`src/rtl/if_stage_if.sv`:
```
// Instruction-memory read port between the fetch stage and the instruction memory.
interface if_stage_if;
    logic        imem_req;
    logic [31:0] imem_addr;
    logic [31:0] imem_rdata;
    logic        imem_ready;

    modport master (
        output imem_req,
        output imem_addr,
        input  imem_rdata,
        input  imem_ready
    );

    modport slave (
        input  imem_req,
        input  imem_addr,
        output imem_rdata,
        output imem_ready
    );
endinterface

```
`src/rtl/if_stage.sv`:
```
// MIPS instruction-fetch stage with IF/ID register and a one-entry skid buffer
// that absorbs decode stalls and slow instruction memory without losing words.
module if_stage #(
    parameter logic [31:0] RESET_PC  = 32'h0000_0000,
    parameter logic [31:0] NOP_INSTR = 32'h0000_0000,
    parameter int          CNT_W     = 16
) (
    input  logic             clk,
    input  logic             reset,
    input  logic             stall_id,
    input  logic             redirect,
    input  logic [31:0]      redirect_pc,
    if_stage_if.master       imem,
    output logic [31:0]      ifid_instr,
    output logic [31:0]      ifid_pc,
    output logic [31:0]      ifid_pc_plus4,
    output logic             ifid_valid,
    output logic             misalign_err,
    output logic [CNT_W-1:0] bubble_cnt
);

    typedef enum logic {
        FETCH    = 1'b0,
        BUFFERED = 1'b1
    } state_t;

    localparam logic [CNT_W-1:0] CNT_ONE = {{(CNT_W-1){1'b0}}, 1'b1};

    state_t            state_reg, state_next;
    logic [31:0]       pc_reg, pc_next;
    logic [31:0]       skid_instr_reg, skid_instr_next;
    logic [31:0]       skid_pc_reg, skid_pc_next;
    logic [31:0]       instr_reg, instr_next;
    logic [31:0]       ifpc_reg, ifpc_next;
    logic [31:0]       ifpc4_reg, ifpc4_next;
    logic              valid_reg, valid_next;
    logic              misalign_reg, misalign_next;
    logic [CNT_W-1:0]  bubble_reg, bubble_next;
    logic [31:0]       pc_plus4;

    assign pc_plus4 = pc_reg + 32'd4;

    // State register
    always_ff @(posedge clk or negedge reset) begin
        if (!reset) begin
            state_reg <= FETCH;
        end else begin
            state_reg <= state_next;
        end
    end

    // Next-state logic: a redirect always returns to FETCH and drops the skid
    always_comb begin
        state_next = state_reg;
        if (redirect) begin
            state_next = FETCH;
        end else if (stall_id) begin
            if (state_reg == FETCH && imem.imem_ready) begin
                state_next = BUFFERED;
            end
        end else if (state_reg == BUFFERED) begin
            state_next = FETCH;
        end
    end

    // Datapath next values
    always_comb begin
        pc_next         = pc_reg;
        skid_instr_next = skid_instr_reg;
        skid_pc_next    = skid_pc_reg;
        instr_next      = instr_reg;
        ifpc_next       = ifpc_reg;
        ifpc4_next      = ifpc4_reg;
        valid_next      = valid_reg;
        misalign_next   = misalign_reg;
        bubble_next     = bubble_reg;

        if (redirect) begin
            pc_next       = {redirect_pc[31:2], 2'b00};
            misalign_next = misalign_reg | (redirect_pc[1:0] != 2'b00);
            valid_next    = 1'b0;
            instr_next    = NOP_INSTR;
        end else if (stall_id) begin
            // IF/ID holds; a word arriving now is parked so it is not lost
            if (state_reg == FETCH && imem.imem_ready) begin
                skid_instr_next = imem.imem_rdata;
                skid_pc_next    = pc_reg;
                pc_next         = pc_plus4;
            end
        end else if (state_reg == BUFFERED) begin
            instr_next = skid_instr_reg;
            ifpc_next  = skid_pc_reg;
            ifpc4_next = skid_pc_reg + 32'd4;
            valid_next = 1'b1;
        end else if (imem.imem_ready) begin
            instr_next = imem.imem_rdata;
            ifpc_next  = pc_reg;
            ifpc4_next = pc_plus4;
            valid_next = 1'b1;
            pc_next    = pc_plus4;
        end else begin
            valid_next = 1'b0;
            instr_next = NOP_INSTR;
            if (bubble_reg != {CNT_W{1'b1}}) begin
                bubble_next = bubble_reg + CNT_ONE;
            end
        end
    end

    always_ff @(posedge clk or negedge reset) begin
        if (!reset) begin
            pc_reg         <= RESET_PC;
            skid_instr_reg <= NOP_INSTR;
            skid_pc_reg    <= 32'h0000_0000;
            instr_reg      <= NOP_INSTR;
            ifpc_reg       <= 32'h0000_0000;
            ifpc4_reg      <= 32'h0000_0000;
            valid_reg      <= 1'b0;
            misalign_reg   <= 1'b0;
            bubble_reg     <= '0;
        end else begin
            pc_reg         <= pc_next;
            skid_instr_reg <= skid_instr_next;
            skid_pc_reg    <= skid_pc_next;
            instr_reg      <= instr_next;
            ifpc_reg       <= ifpc_next;
            ifpc4_reg      <= ifpc4_next;
            valid_reg      <= valid_next;
            misalign_reg   <= misalign_next;
            bubble_reg     <= bubble_next;
        end
    end

    // Outputs; the request is gated by reset so nothing is issued while held
    always_comb begin
        imem.imem_req  = reset && (state_reg == FETCH);
        imem.imem_addr = pc_reg;
        ifid_instr     = instr_reg;
        ifid_pc        = ifpc_reg;
        ifid_pc_plus4  = ifpc4_reg;
        ifid_valid     = valid_reg;
        misalign_err   = misalign_reg;
        bubble_cnt     = bubble_reg;
    end

endmodule

```
`src/flat_wrapper.sv`:
```
// flat-port wrapper written by rule: the top's interface ports become plain ports
module if_stage_flat 
#(
    parameter logic [31:0] RESET_PC  = 32'h0000_0000,
    parameter logic [31:0] NOP_INSTR = 32'h0000_0000,
    parameter int          CNT_W     = 16
)
  (clk, reset, stall_id, redirect, redirect_pc, ifid_instr, ifid_pc, ifid_pc_plus4, ifid_valid, misalign_err, bubble_cnt, imem_imem_req, imem_imem_addr, imem_imem_rdata, imem_imem_ready);
  if_stage_if imem_i ();
  input  logic clk;
  input  logic reset;
  input  logic stall_id;
  input  logic redirect;
  input  logic [31:0] redirect_pc;
  output logic [31:0] ifid_instr;
  output logic [31:0] ifid_pc;
  output logic [31:0] ifid_pc_plus4;
  output logic ifid_valid;
  output logic misalign_err;
  output logic [CNT_W-1:0] bubble_cnt;
  output wire logic [$bits(imem_i.imem_req)-1:0] imem_imem_req;
  output wire logic [$bits(imem_i.imem_addr)-1:0] imem_imem_addr;
  input wire logic [$bits(imem_i.imem_rdata)-1:0] imem_imem_rdata;
  input wire logic [$bits(imem_i.imem_ready)-1:0] imem_imem_ready;
  assign imem_imem_req = imem_i.imem_req;
  assign imem_imem_addr = imem_i.imem_addr;
  assign imem_i.imem_rdata = imem_imem_rdata;
  assign imem_i.imem_ready = imem_imem_ready;
  if_stage #(.RESET_PC(RESET_PC), .NOP_INSTR(NOP_INSTR), .CNT_W(CNT_W)) u_core (.clk(clk), .reset(reset), .stall_id(stall_id), .redirect(redirect), .redirect_pc(redirect_pc), .imem(imem_i), .ifid_instr(ifid_instr), .ifid_pc(ifid_pc), .ifid_pc_plus4(ifid_pc_plus4), .ifid_valid(ifid_valid), .misalign_err(misalign_err), .bubble_cnt(bubble_cnt));
endmodule
```
`config.mk`:
```
export PLATFORM = sky130hd
export DESIGN_NAME = if_stage_flat
export DESIGN_NICKNAME = d
export VERILOG_FILES = /design/src/rtl/if_stage_if.sv /design/src/rtl/if_stage.sv /design/src/flat_wrapper.sv
export SDC_FILE = /design/constraint.sdc
export NUM_CORES = 1
export LEC_CHECK = 0
export CORE_AREA = 2 2 139 141
export DETAILED_ROUTE_END_ITERATION = 10
export DIE_AREA = 0 0 141 143
export PLACE_DENSITY = 0.84
export REMOVE_ABC_BUFFERS = 1
export SYNTH_ARGS = -nofsm -noshare
export SYNTH_HDL_FRONTEND = slang
export SYNTH_SLANG_ARGS = --single-unit
```
`constraint.sdc`:
```
create_clock -name clk -period 6.75 [get_ports clk]
set_clock_uncertainty 0.15 [all_clocks]
set_input_delay 2.025 -clock clk [delete_from_list [all_inputs] [get_ports clk]]
set_output_delay 2.025 -clock clk [all_outputs]
set_load 0.02 [all_outputs]
```
==> impl_metrics.yaml <==
outcome:
  status: "finished, final reports clean"
synthesis:
  async_reset_ff_frac: 1.000
  synth_top_cells_by_area: "dfrtp_1 (50%), mux2_2 (6.2%), nand2_1 (4.2%)"
  yosys.area.top_type: "dfrtp_1"
  syn_area_um2: 10150
  netlist_instances: 1019
  synth_compound_area_frac: 0.1130
  synthMuxAreaShare: 0.09566
  synth_xor_area_frac: 0.07680
  seq_area_frac_synth: 0.5005
  ys.flop_type: "dfrtp_1"
  synth-seq-cells: 203
  synthSimpleGateAreaFrac: 0.1654
  synth_cell_types: 49
  synthAdderAreaFrac: 0.003698
  avgSynthCellArea_um2: 9.960
  synth_top_area_frac: 0.5005
  synth_edf_count: 0
  synth_top_family_by_area: "simple AND/OR/NAND/NOR gates"
  yosysWarnings: 0
final_layout:
  fin_area_um2: 12950
  fillers: 1380
  drive_above_1_share: 0.09723
  layout.nets: 1250
  areaGrowthSynthToFinish_pct: 27.58
  diodes: 0
clock_tree:
  h-tree-depth: 1
  cts_resized: 0
  post_cts_buffers: 0
  cts_tree: "built"
  clock_path_buffers: 3
  path_clk_slew_ns: 0.06
  cts-root-buf: "clkbuf_16"
  cts_hold_buf: 0
  numCtsBuffers: 22
  cts_sinks: 203
  clock_latency_ns: 0.51
grt:
  grt_max_degree: 156
  grt_overflow: 0
  grt_util_all_layers: 0.2776
  grt_pass1_vias: 8535
  grt_pass1_wl_um: 44550
  antenna_found_initial: 1
sta:
  fin_setup_tns_ns: 0
  rsz0062_at_grt: "no"
  min_period_ns: 5.561
  relSlewSlack: 0.3323
  setup_viol: 0
  maxSlewViolCount: 0
  timing.fmax_mhz: 179.8
  finalHoldViolCount: 0
  tightest_slew_ns: 0.9924
  finalCritPeriodShare: 0.8238
drt:
  vias: 8468
  drt_wl_total_um: 27820
  drtIter0Drc: 690
  firstDrtPassIters: 5
  drcViolationCount: 0
  viasPerCell: 5.934
  postRouteAntennaNets: 0
  wire_per_inst_um: 19.49
worst_setup_path:
  r2r_start: "u_core.state_reg$_DFFE_PN0P_"
  timing.rr.end: "u_core.ifid_pc_plus4[27]$_DFFE_PN0P_"
  cp-endpoint: "imem_imem_req"
  critPathKind: "primary input to output pin"
  ff2ff_setup_slack_ns: 3.53
  worst-r2r-cell-count: 5
  setup.worst_path.start: "reset"
  startpoint_type: "primary input"
  worstPathArrival_ns: 3.39
  worst_setup_path_end_kind: "output pin"
  required_ns: 4.58
  critPathMaxFanout: 50
die:
  dieArea_um2: 20160
  start_util: 0.5463
  die_x_um: 141
  io_pins: 216
  die_h_um: 143
  row_count: 50
  core_um2: 18580
placed_design:
  dpl.hpwl_um: 18190
  routabilityCongestion: 0.8469
  port_buffers: 209
  dpl_cell_area_um2: 12260
hold_path:
  hold_class: "flip-flop to flip-flop"
pwr:
  max-vdd-ir-drop_v: 0.0001863
  cellLeakagePower_nw: 5.276
  powerDensity_nw_per_um2: 279.5
  fin_total_pwr_mw: 3.620
run:
  maxCapViolCount: 0
[worst min path at each step]
stage	from	cells past startpoint	to
after CTS	u_core.ifid_pc[11]$_DFFE_PN0P_	2	u_core.ifid_pc[11]$_DFFE_PN0P_
after global placement	u_core.misalign_err$_DFFE_PN0P_	1	u_core.misalign_err$_DFFE_PN0P_
after global routing	u_core.ifid_pc[22]$_DFFE_PN0P_	2	u_core.ifid_pc[22]$_DFFE_PN0P_
final	u_core.ifid_pc[23]$_DFFE_PN0P_	2	u_core.ifid_pc[23]$_DFFE_PN0P_
after detailed placement	u_core.ifid_pc_plus4[14]$_DFFE_PN0P_	2	u_core.ifid_pc_plus4[14]$_DFFE_PN0P_
after floorplan	u_core.skid_instr_reg[0]$_DFFE_PN0P_	1	u_core.skid_instr_reg[0]$_DFFE_PN0P_
[cell type report]
cell class              count  area (um^2)  share of cell area
well taps                 234        292.8             0.02261
inverters                  14        52.55            0.004058
clock inverters             2        10.01           0.0007730
flip-flops and latches    203         5084              0.3926
repair buffers            218         2178              0.1682
clock buffers              37        678.2             0.05237
multi-input cells         719         4653              0.3594
[cell families after synthesis]
logic type,Yosys count
simple gates,342
flops,203
compound gates,189
buf+inv,102
mux,90
xor+xnor,89
fa+ha+maj,3
other cells,1
[per-stage QoR]
step	setup WS (ns)	hold slack, ns	util	std cells
after detailed placement	1.184	0.3232	0.6599	1388
after global placement	1.186	0.3023	0.6599	1388
after floorplan	1.056	0.3319	-	936
final	1.189	0.3306	0.6969	1427
after global routing	1.121	0.3586	0.6969	1427
after CTS	1.166	0.3392	0.6969	1427
[cell usage in the layout, fill, tap and decap left out, types with 14 or more instances in the layout]
cell type	Yosys	routed
xnor2_1	42	42
mux2i_1	34	34
clkdlybuf4s50_1	0	206
nand4_1	23	23
nand2_1	113	113
clkbuf_16	0	23
xor2_1	47	47
o21ai_0	80	80
nor4_1	20	20
dfrtp_1	203	202
a22oi_1	35	35
a21oi_1	44	44
mux2_2	56	56
nor3_1	14	14
nand3_1	27	27
nor2_1	91	90
[cell usage after synthesis (6+ instances only)]
| master | count |
|---|---|
| xnor2_1 | 42 |
| clkbuf_1 | 54 |
| or4_1 | 9 |
| dfrtp_1 | 203 |
| nand4_1 | 23 |
| nand3_1 | 27 |
| mux2_2 | 56 |
| o31ai_1 | 6 |
| and4_1 | 7 |
| a221o_1 | 7 |
| inv_1 | 13 |
| buf_4 | 8 |
| nand2_1 | 113 |
| nor3_1 | 14 |
| a22oi_1 | 35 |
| buf_2 | 15 |
| a21oi_1 | 44 |
| xor2_1 | 47 |
| o221ai_1 | 8 |
| nor4_1 | 20 |
| mux2i_1 | 34 |
| o21ai_0 | 80 |
| nor2_1 | 91 |
| and3_1 | 7 |
[power breakdown]
group | switching [mW] | total (mW) | leakage [nW] | internal (mW)
logic | 0.417 | 0.836 | 2.38 | 0.419
registers | 0.216 | 1.63 | 2.55 | 1.41
clock network | 0.474 | 1.15 | 0.338 | 0.680
total | 1.11 | 3.62 | 5.28 | 2.51
[critical path, stage by stage]
cell and delay [ns]:
clkbuf_8 0.36, nor2b_1 0.30, clkdlybuf4s50_1 0.66
[layer usage]
layer,vias up,part of all wire,global-route usage
met3,56,0.10,0.08350
met5,-,0.00040,0
li1,3880,-,-
met4,2,0.027,0.09105
met2,371,0.47,0.4503
met1,4159,0.40,0.3601
Power figures use the tool's default switching activity.
